## src/rtl/uart_pkg.sv

```systemverilog
// -----------------------------------------------------------------------------
// uart_pkg
//   Shared types and constants for the uart_byte_tx transmitter.
//   - state_t    : transmitter FSM states (2-bit encoding)
//   - DATA_BITS  : payload bits per UART frame
//   - FRAME_BITS : start + data + stop bits per frame (8N1)
// -----------------------------------------------------------------------------
package uart_pkg;

    localparam int DATA_BITS  = 8;
    localparam int FRAME_BITS = 10;

    typedef enum logic [1:0] {
        IDLE  = 2'd0,
        START = 2'd1,
        DATA  = 2'd2,
        STOP  = 2'd3
    } state_t;

endpackage

```

## src/rtl/uart_byte_tx_if.sv

```systemverilog
// -----------------------------------------------------------------------------
// uart_byte_tx_if
//   Byte-stream in / UART line out bundle for uart_byte_tx.
//   Ports (seen from the slave, i.e. the transmitter):
//     data       in  8                 byte to send, sampled on the send rising edge
//     send       in  1                 request strobe, rising edge = one byte
//     tx         out 1                 UART serial line, idle high
//     busy       out 1                 frame in progress or bytes queued
//     overflow   out 1                 sticky, a byte was dropped on a full FIFO
//     fifo_count out clog2(DEPTH)+1    current FIFO occupancy
//   master = byte source, slave = transmitter.
// -----------------------------------------------------------------------------
interface uart_byte_tx_if #(
    parameter int FIFO_DEPTH = 4
);
    localparam int CNT_W = $clog2(FIFO_DEPTH) + 1;

    logic [7:0]       data;
    logic             send;
    logic             tx;
    logic             busy;
    logic             overflow;
    logic [CNT_W-1:0] fifo_count;

    modport master (
        output data, send,
        input  tx, busy, overflow, fifo_count
    );

    modport slave (
        input  data, send,
        output tx, busy, overflow, fifo_count
    );

endinterface

```

## src/rtl/uart_byte_tx_fifo.sv

```systemverilog
// -----------------------------------------------------------------------------
// byte_fifo
//   Small synchronous byte FIFO. The head entry is presented combinationally
//   from a registered read pointer, so a pop consumes the byte visible in the
//   same cycle. A write while full is only honoured together with a read.
//   Ports:
//     clk, rst  clock / asynchronous active-high reset
//     wr_en     write request, wr_data  byte to write
//     rd_en     pop request,   rd_data  current head entry
//     count     occupancy 0..DEPTH, full / empty status
// -----------------------------------------------------------------------------
module byte_fifo
    import uart_pkg::*;
#(
    parameter int DEPTH = 4
) (
    input  logic                   clk,
    input  logic                   rst,
    input  logic                   wr_en,
    input  logic [DATA_BITS-1:0]   wr_data,
    input  logic                   rd_en,
    output logic [DATA_BITS-1:0]   rd_data,
    output logic [$clog2(DEPTH):0] count,
    output logic                   full,
    output logic                   empty
);

    localparam int                 PTR_W    = $clog2(DEPTH);
    localparam logic [PTR_W:0]     FULL_CNT = (PTR_W + 1)'(DEPTH);

    logic [DATA_BITS-1:0] r_mem [DEPTH];
    logic [PTR_W-1:0]     r_wr_ptr;
    logic [PTR_W-1:0]     r_rd_ptr;
    logic [PTR_W:0]       r_count;
    logic                 w_do_wr;
    logic                 w_do_rd;

    assign empty   = (r_count == '0);
    assign full    = (r_count == FULL_CNT);
    assign count   = r_count;
    assign rd_data = r_mem[r_rd_ptr];

    assign w_do_rd = rd_en & ~empty;
    assign w_do_wr = wr_en & (~full | w_do_rd);

    // NOTE: storage has no reset; only the pointers and count define validity,
    // so clearing the array would just cost reset routing for nothing.
    always_ff @(posedge clk) begin
        if (w_do_wr) begin
            r_mem[r_wr_ptr] <= wr_data;
        end
    end

    // NOTE: sequential state always uses non-blocking assignments so every
    // register samples pre-edge values regardless of statement order.
    always_ff @(posedge clk or posedge rst) begin
        if (rst) begin
            r_wr_ptr <= '0;
            r_rd_ptr <= '0;
            r_count  <= '0;
        end else begin
            // Pointers are log2(DEPTH) wide and wrap naturally.
            if (w_do_wr) begin
                r_wr_ptr <= r_wr_ptr + 1'b1;
            end
            if (w_do_rd) begin
                r_rd_ptr <= r_rd_ptr + 1'b1;
            end
            case ({w_do_wr, w_do_rd})
                2'b10:   r_count <= r_count + 1'b1;
                2'b01:   r_count <= r_count - 1'b1;
                default: r_count <= r_count;
            endcase
        end
    end

endmodule

```

## src/rtl/uart_byte_tx.sv

```systemverilog
// -----------------------------------------------------------------------------
// uart_byte_tx
//   Captures one byte per rising edge of send into a byte FIFO and serializes
//   queued bytes as 8N1 UART frames, LSB first, with no idle gap between
//   back-to-back frames.
//   Ports:
//     clk   system clock, rising edge
//     rst   asynchronous active-high reset
//     bus   uart_byte_tx_if slave: data/send in; tx/busy/overflow/fifo_count out
//   Parameters:
//     CLKS_PER_BIT  clk cycles per UART bit (>= 2)
//     FIFO_DEPTH    byte buffer entries (power of 2, >= 2)
// -----------------------------------------------------------------------------
module uart_byte_tx
    import uart_pkg::*;
#(
    parameter int CLKS_PER_BIT = 16,
    parameter int FIFO_DEPTH   = 4
) (
    input  logic          clk,
    input  logic          rst,
    uart_byte_tx_if.slave bus
);

    localparam int                  CNT_W     = $clog2(FIFO_DEPTH) + 1;
    localparam int                  BAUD_W    = $clog2(CLKS_PER_BIT);
    localparam logic [BAUD_W-1:0]   BAUD_LAST = BAUD_W'(CLKS_PER_BIT - 1);
    localparam logic [2:0]          BIT_LAST  = 3'(DATA_BITS - 1);

    state_t               r_state;
    state_t               w_state_next;
    logic [BAUD_W-1:0]    r_baud;
    logic [2:0]           r_bit_idx;
    logic [DATA_BITS-1:0] r_shift;
    logic                 r_tx;
    logic                 w_tx_next;
    logic                 r_send_q;
    logic                 r_armed;
    logic                 r_overflow;
    logic                 w_push;
    logic                 w_pop;
    logic                 w_accept;
    logic                 w_baud_done;
    logic                 w_last_bit;
    logic [DATA_BITS-1:0] w_head;
    logic [CNT_W-1:0]     w_count;
    logic                 w_full;
    logic                 w_empty;

    // -------------------------------------------------------------------------
    // send edge detect. r_armed blocks a level of send that was already high
    // when reset released: a push needs send to be seen low first.
    // -------------------------------------------------------------------------
    assign w_push   = bus.send & ~r_send_q & r_armed;
    // A full FIFO still takes the byte when the transmitter pops this cycle.
    assign w_accept = w_push & (~w_full | w_pop);

    always_ff @(posedge clk or posedge rst) begin
        if (rst) begin
            r_send_q   <= 1'b0;
            r_armed    <= 1'b0;
            r_overflow <= 1'b0;
        end else begin
            r_send_q <= bus.send;
            if (!bus.send) begin
                r_armed <= 1'b1;
            end
            if (w_push && !w_accept) begin
                r_overflow <= 1'b1;
            end
        end
    end

    byte_fifo #(
        .DEPTH (FIFO_DEPTH)
    ) u_fifo (
        .clk     (clk),
        .rst     (rst),
        .wr_en   (w_accept),
        .wr_data (bus.data),
        .rd_en   (w_pop),
        .rd_data (w_head),
        .count   (w_count),
        .full    (w_full),
        .empty   (w_empty)
    );

    // -------------------------------------------------------------------------
    // Transmit FSM
    // -------------------------------------------------------------------------
    assign w_baud_done = (r_baud == BAUD_LAST);
    assign w_last_bit  = (r_bit_idx == BIT_LAST);

    always_ff @(posedge clk or posedge rst) begin
        if (rst) begin
            r_state <= IDLE;
        end else begin
            r_state <= w_state_next;
        end
    end

    always_comb begin
        // NOTE: every output of this block gets a default first, so no path
        // through the case leaves a signal unassigned and infers a latch.
        w_state_next = r_state;
        w_pop        = 1'b0;
        w_tx_next    = 1'b1;
        case (r_state)
            IDLE: begin
                if (!w_empty) begin
                    w_pop        = 1'b1;
                    w_state_next = START;
                end
            end
            START: begin
                w_tx_next = 1'b0;
                if (w_baud_done) begin
                    w_state_next = DATA;
                end
            end
            DATA: begin
                w_tx_next = r_shift[0];
                if (w_baud_done && w_last_bit) begin
                    w_state_next = STOP;
                end
            end
            STOP: begin
                if (w_baud_done) begin
                    // Chain straight into the next start bit when more is queued.
                    if (!w_empty) begin
                        w_pop        = 1'b1;
                        w_state_next = START;
                    end else begin
                        w_state_next = IDLE;
                    end
                end
            end
            default: w_state_next = IDLE;
        endcase
    end

    // Baud/bit counters, shift register and the registered line driver.
    // tx follows the state one cycle later, so it never sees input glitches.
    always_ff @(posedge clk or posedge rst) begin
        if (rst) begin
            r_baud    <= '0;
            r_bit_idx <= '0;
            r_shift   <= '0;
            r_tx      <= 1'b1;
        end else begin
            // Restart the bit timer on every state entry and on each wrap.
            if (r_state == IDLE || w_state_next != r_state || w_baud_done) begin
                r_baud <= '0;
            end else begin
                r_baud <= r_baud + 1'b1;
            end

            if (r_state != DATA) begin
                r_bit_idx <= '0;
            end else if (w_baud_done) begin
                r_bit_idx <= r_bit_idx + 1'b1;
            end

            if (w_pop) begin
                r_shift <= w_head;
            end else if (r_state == DATA && w_baud_done) begin
                r_shift <= r_shift >> 1;
            end

            r_tx <= w_tx_next;
        end
    end

    assign bus.tx         = r_tx;
    assign bus.busy       = (r_state != IDLE) | (w_count != '0);
    assign bus.overflow   = r_overflow;
    assign bus.fifo_count = w_count;

endmodule

```

## src/flat_wrapper.sv

```systemverilog
// flat-port wrapper written by rule: the top's interface ports become plain ports
module uart_byte_tx_flat import uart_pkg::*;
#(
    parameter int CLKS_PER_BIT = 16,
    parameter int FIFO_DEPTH   = 4
)
  (clk, rst, bus_data, bus_send, bus_tx, bus_busy, bus_overflow, bus_fifo_count);
  uart_byte_tx_if #(.FIFO_DEPTH(FIFO_DEPTH)) bus_i ();
  input  logic clk;
  input  logic rst;
  input wire logic [$bits(bus_i.data)-1:0] bus_data;
  input wire logic [$bits(bus_i.send)-1:0] bus_send;
  output wire logic [$bits(bus_i.tx)-1:0] bus_tx;
  output wire logic [$bits(bus_i.busy)-1:0] bus_busy;
  output wire logic [$bits(bus_i.overflow)-1:0] bus_overflow;
  output wire logic [$bits(bus_i.fifo_count)-1:0] bus_fifo_count;
  assign bus_i.data = bus_data;
  assign bus_i.send = bus_send;
  assign bus_tx = bus_i.tx;
  assign bus_busy = bus_i.busy;
  assign bus_overflow = bus_i.overflow;
  assign bus_fifo_count = bus_i.fifo_count;
  uart_byte_tx #(.CLKS_PER_BIT(CLKS_PER_BIT), .FIFO_DEPTH(FIFO_DEPTH)) u_core (.clk(clk), .rst(rst), .bus(bus_i));
endmodule
```

## config.mk

```make
export PLATFORM = sky130hd
export DESIGN_NAME = uart_byte_tx_flat
export DESIGN_NICKNAME = d
export VERILOG_FILES = /design/src/rtl/uart_pkg.sv /design/src/rtl/uart_byte_tx_if.sv /design/src/rtl/uart_byte_tx_fifo.sv /design/src/rtl/uart_byte_tx.sv /design/src/flat_wrapper.sv
export SDC_FILE = /design/constraint.sdc
export NUM_CORES = 1
export LEC_CHECK = 0
export BUFFER_PORTS_ARGS = -buffer_cell sky130_fd_sc_hd__clkbuf_2
export CORE_AREA = 10 10 85 87
export CTS_CLUSTER_SIZE = 30
export DETAILED_ROUTE_END_ITERATION = 8
export DIE_AREA = 0 0 95 97
export PLACE_DENSITY = 0.69
export SLEW_MARGIN = 5
export SYNTH_ARGS = -nofsm -noshare
export SYNTH_HDL_FRONTEND = slang
export SYNTH_SLANG_ARGS = --single-unit
export TNS_END_PERCENT = 20
```

## constraint.sdc

```tcl
create_clock -name clk -period 2.6 [get_ports clk]
set_input_delay 0.39 -clock clk [delete_from_list [all_inputs] [get_ports clk]]
set_output_delay 0.39 -clock clk [all_outputs]
set_load 0.005 [all_outputs]
```

==> flow_metrics.py <==
metrics = {
    "outcome": {
        "outcome": "finished, final reports clean",
    },
    "cts": {
        "path_clk_slew_ns": 0.07,
        "clock-root-buffer": "clkbuf_8",
        "clkSinkCount": 60,
        "cts_tree": "built",
        "cts_buffer_depth": 2,
        "cts_buffers": 9,
        "cts-hold-fix-buffers": 0,
        "clkLatencyLatePin_ns": 0.33,
        "htreeDepth": 3,
    },
    "logic_synthesis": {
        "syn_nets": 211,
        "yosysTopAreaCell": "edfxtp_1",
        "ys_seq_area_share_pct": 61.5,
        "synth.distinct_cells": 42,
        "synth_most_common_cell": "edfxtp_1",
        "synth_top_cells_by_count": "edfxtp_1 (32), dfrtp_1 (27), nand2_1 (19)",
        "synth.area.top_cells": "edfxtp_1 (36%), dfrtp_1 (25%), mux4_2 (6.7%)",
        "ys_warn_count": 0,
        "synth_seq_cells": 60,
        "synth_top_area_share_pct": 35.5,
        "syn_inst": 186,
        "synthFlopType": "edfxtp_1",
        "synth_edf_count": 32,
        "synth_area_mm2": 0.00270,
        "async_flop_share_pct": 46.7,
        "avgSynthCellArea_um2": 14.5,
    },
    "sta": {
        "slew_headroom_pct": 62.6,
        "min_period_ns": 2.41,
        "setup_tns_ns": 0,
        "hold_violations": 0,
        "fmax_mhz": 416,
        "grt_setup_unrepaired": "false",
        "worst_pin_slew_ns": 0.562,
        "post-route-worst-setup-slack_ns": 0.193,
        "clock_skew_ns": 0.00548,
        "finalCritPeriodShare_pct": 92.6,
        "setup_violations": 0,
        "slew_violations": 0,
    },
    "floorplan": {
        "start_util_pct": 49.4,
        "fp-row-count": 27,
        "ioPinCount": 17,
        "die_h_um": 97,
        "core_mm2": 0.00547,
        "die_w_um": 95,
        "die-area_mm2": 0.00922,
    },
    "global_route": {
        "grt_pass1_wl_mm": 7.61,
        "overflow": 0,
        "grt_pass1_vias": 1632,
        "grt_max_degree": 29,
        "grt.total_usage_pct": 10.5,
        "antenna_found_initial": 0,
    },
    "critical_path": {
        "crit_required_ns": 2.86,
        "critPathLaunchType": "flop",
        "worstPathArrival_ns": 2.66,
        "path_max_fanout": 4,
        "end_kind": "flop",
        "critPathKind": "flop to flop",
    },
    "power_and_ir_drop": {
        "total_leakage_power_nw": 1.26,
        "power_density_mw_per_mm2": 1000,
        "p_total_mw": 3.11,
        "ir_drop_uv": 591,
    },
    "flow_run": {
        "cap_violations": 0,
    },
    "finish": {
        "diodes": 0,
        "layout.cells.non_filler": 293,
        "fill_cells": 466,
        "final_util_pct": 56.6,
        "drive_gt1_share_pct": 27.1,
        "area_growth_pct": 14.6,
        "fin_nets": 241,
    },
    "route": {
        "met1Wirelength_mm": 1.99,
        "top_layer_used": "met4",
        "wl_met3_um": 166,
        "drtIter0Drc": 46,
        "routed_via_density": 5.06,
        "dr.pass1.iters": 4,
        "wl_met2_mm": 2.06,
        "vias": 1483,
        "routedWlPerCell_um": 14.6,
        "drc": 0,
        "wl_mm": 4.29,
        "drt.antenna.violating_nets": 0,
    },
    "place": {
        "port_buffers": 16,
        "place_inst": 276,
        "place_congestion": 0.757,
        "dp_hpwl_mm": 2.95,
        "dp_slack_ns": 0.0797,
    },
    "hold_path": {
        "hold_class": "input pin to asynchronous set/reset pin",
    },
}
==> state kept, by name (all words and copies together), names as in the netlist <==
register	cells
u_core.bus.overflow	1
u_core.bus.tx	1
u_core.r_armed	1
u_core.r_baud	4
u_core.r_bit_idx	3
u_core.r_send_q	1
u_core.r_shift	8
u_core.r_state	2
u_core.u_fifo.count	3
u_core.u_fifo.r_mem	32
u_core.u_fifo.r_rd_ptr	2
u_core.u_fifo.r_wr_ptr	2
==> metrics by stage <==
stage | cell area (um^2) | hold slack, ns
floorplan | 2700 | 0.421
global placement | 2880 | 0.452
detailed placement | 2880 | 0.453
CTS | 3080 | 0.0946
global route | 3100 | 0.113
finish | 3100 | 0.0884
==> final timing paths <==
kind,start,to,slack (ns),depth (start not counted)
worst max-delay path,u_core.r_baud[0],u_core.u_fifo.count[2],0.19,11
worst min-delay path,rst,u_core.r_send_q,0.09,3
worst max register to register,u_core.r_baud[0],u_core.u_fifo.count[2],0.19,11
worst min register to register,u_core.r_baud[0],u_core.r_baud[0],0.47,1
max in group asynchronous,rst,u_core.bus.tx,2.18,3
min in group clk,bus_send,u_core.r_send_q,0.20,1
==> cells by family (layout without fill, tap and decap cells) <==
kind of cell	count (synthesis)	in the layout	share of synthesized area (%)
flip-flops	60	60	61.5
AND/OR/NAND/NOR	45	45	9.35
AO/OA/AOI/OAI	25	25	6.06
multiplexers	17	17	10.2
buffers and inverters	16	51	3.24
adder cells (fa/ha/maj)	14	14	6.76
XOR/XNOR	9	9	2.92
==> power breakdown <==
| group | switching, mW | internal (mW) | total [mW] | leakage (nW) |
|---|---|---|---|---|
| clock network | 0.363 | 0.440 | 0.803 | 0.0862 |
| registers | 0.182 | 1.22 | 1.41 | 0.634 |
| logic | 0.435 | 0.464 | 0.899 | 0.536 |
| total | 0.980 | 2.13 | 3.11 | 1.26 |
==> cells in the final DEF (no fill, tap or decap), types with 2 or more instances in the layout <==
| cell type | count |
|---|---|
| ha_1 | 13 |
| clkinvlp_4 | 3 |
| xor2_1 | 3 |
| edfxtp_1 | 32 |
| a21oi_1 | 2 |
| mux4_2 | 8 |
| dfrtp_1 | 26 |
| and2_1 | 5 |
| o21ai_0 | 10 |
| nor2_1 | 4 |
| clkbuf_8 | 9 |
| nor3_1 | 3 |
| nand3_1 | 4 |
| xnor2_1 | 6 |
| nand2_1 | 19 |
| a31oi_1 | 2 |
| a22oi_1 | 2 |
| a21boi_0 | 2 |
| inv_1 | 9 |
| clkbuf_2 | 16 |
| mux2i_1 | 8 |
| buf_4 | 9 |
==> critical path, stage by stage, from the launching register on <==
cell       delay, ns
dfrtp_1         0.39
ha_1            0.26
a41oi_2         0.27
o2111ai_2       0.14
and2b_4         0.19
inv_1           0.05
ha_1            0.17
inv_1           0.06
fa_1            0.37
xor2_1          0.15
nor2_1          0.13
xor2_1          0.15
==> layer usage <==
| metal | track usage (%) | up-vias |
|---|---|---|
| met2 | 15.7 | 25 |
| met5 | 0 | - |
| met3 | 4.93 | 9 |
| li1 | - | 738 |
| met4 | 4.23 | 0 |
| met1 | 12.8 | 711 |
==> area by class of cell <==
type | count | area [um^2] | area share (%)
Sequential cell | 60 | 1660 | 53.7
Multi-Input combinational cell | 110 | 967 | 31.2
Timing Repair Buffer | 25 | 148 | 4.76
Clock buffer | 10 | 128 | 4.12
Tap cell | 72 | 90.1 | 2.91
Clock inverter | 6 | 65.1 | 2.10
Inverter | 10 | 37.5 | 1.21
==> what timing repair did <==
item,CTS,global route
gates resized for setup,0,4
setup endpoints to repair,0,1
setup buffers,0,1
Note: power is estimated with default switching activity, not from simulation.
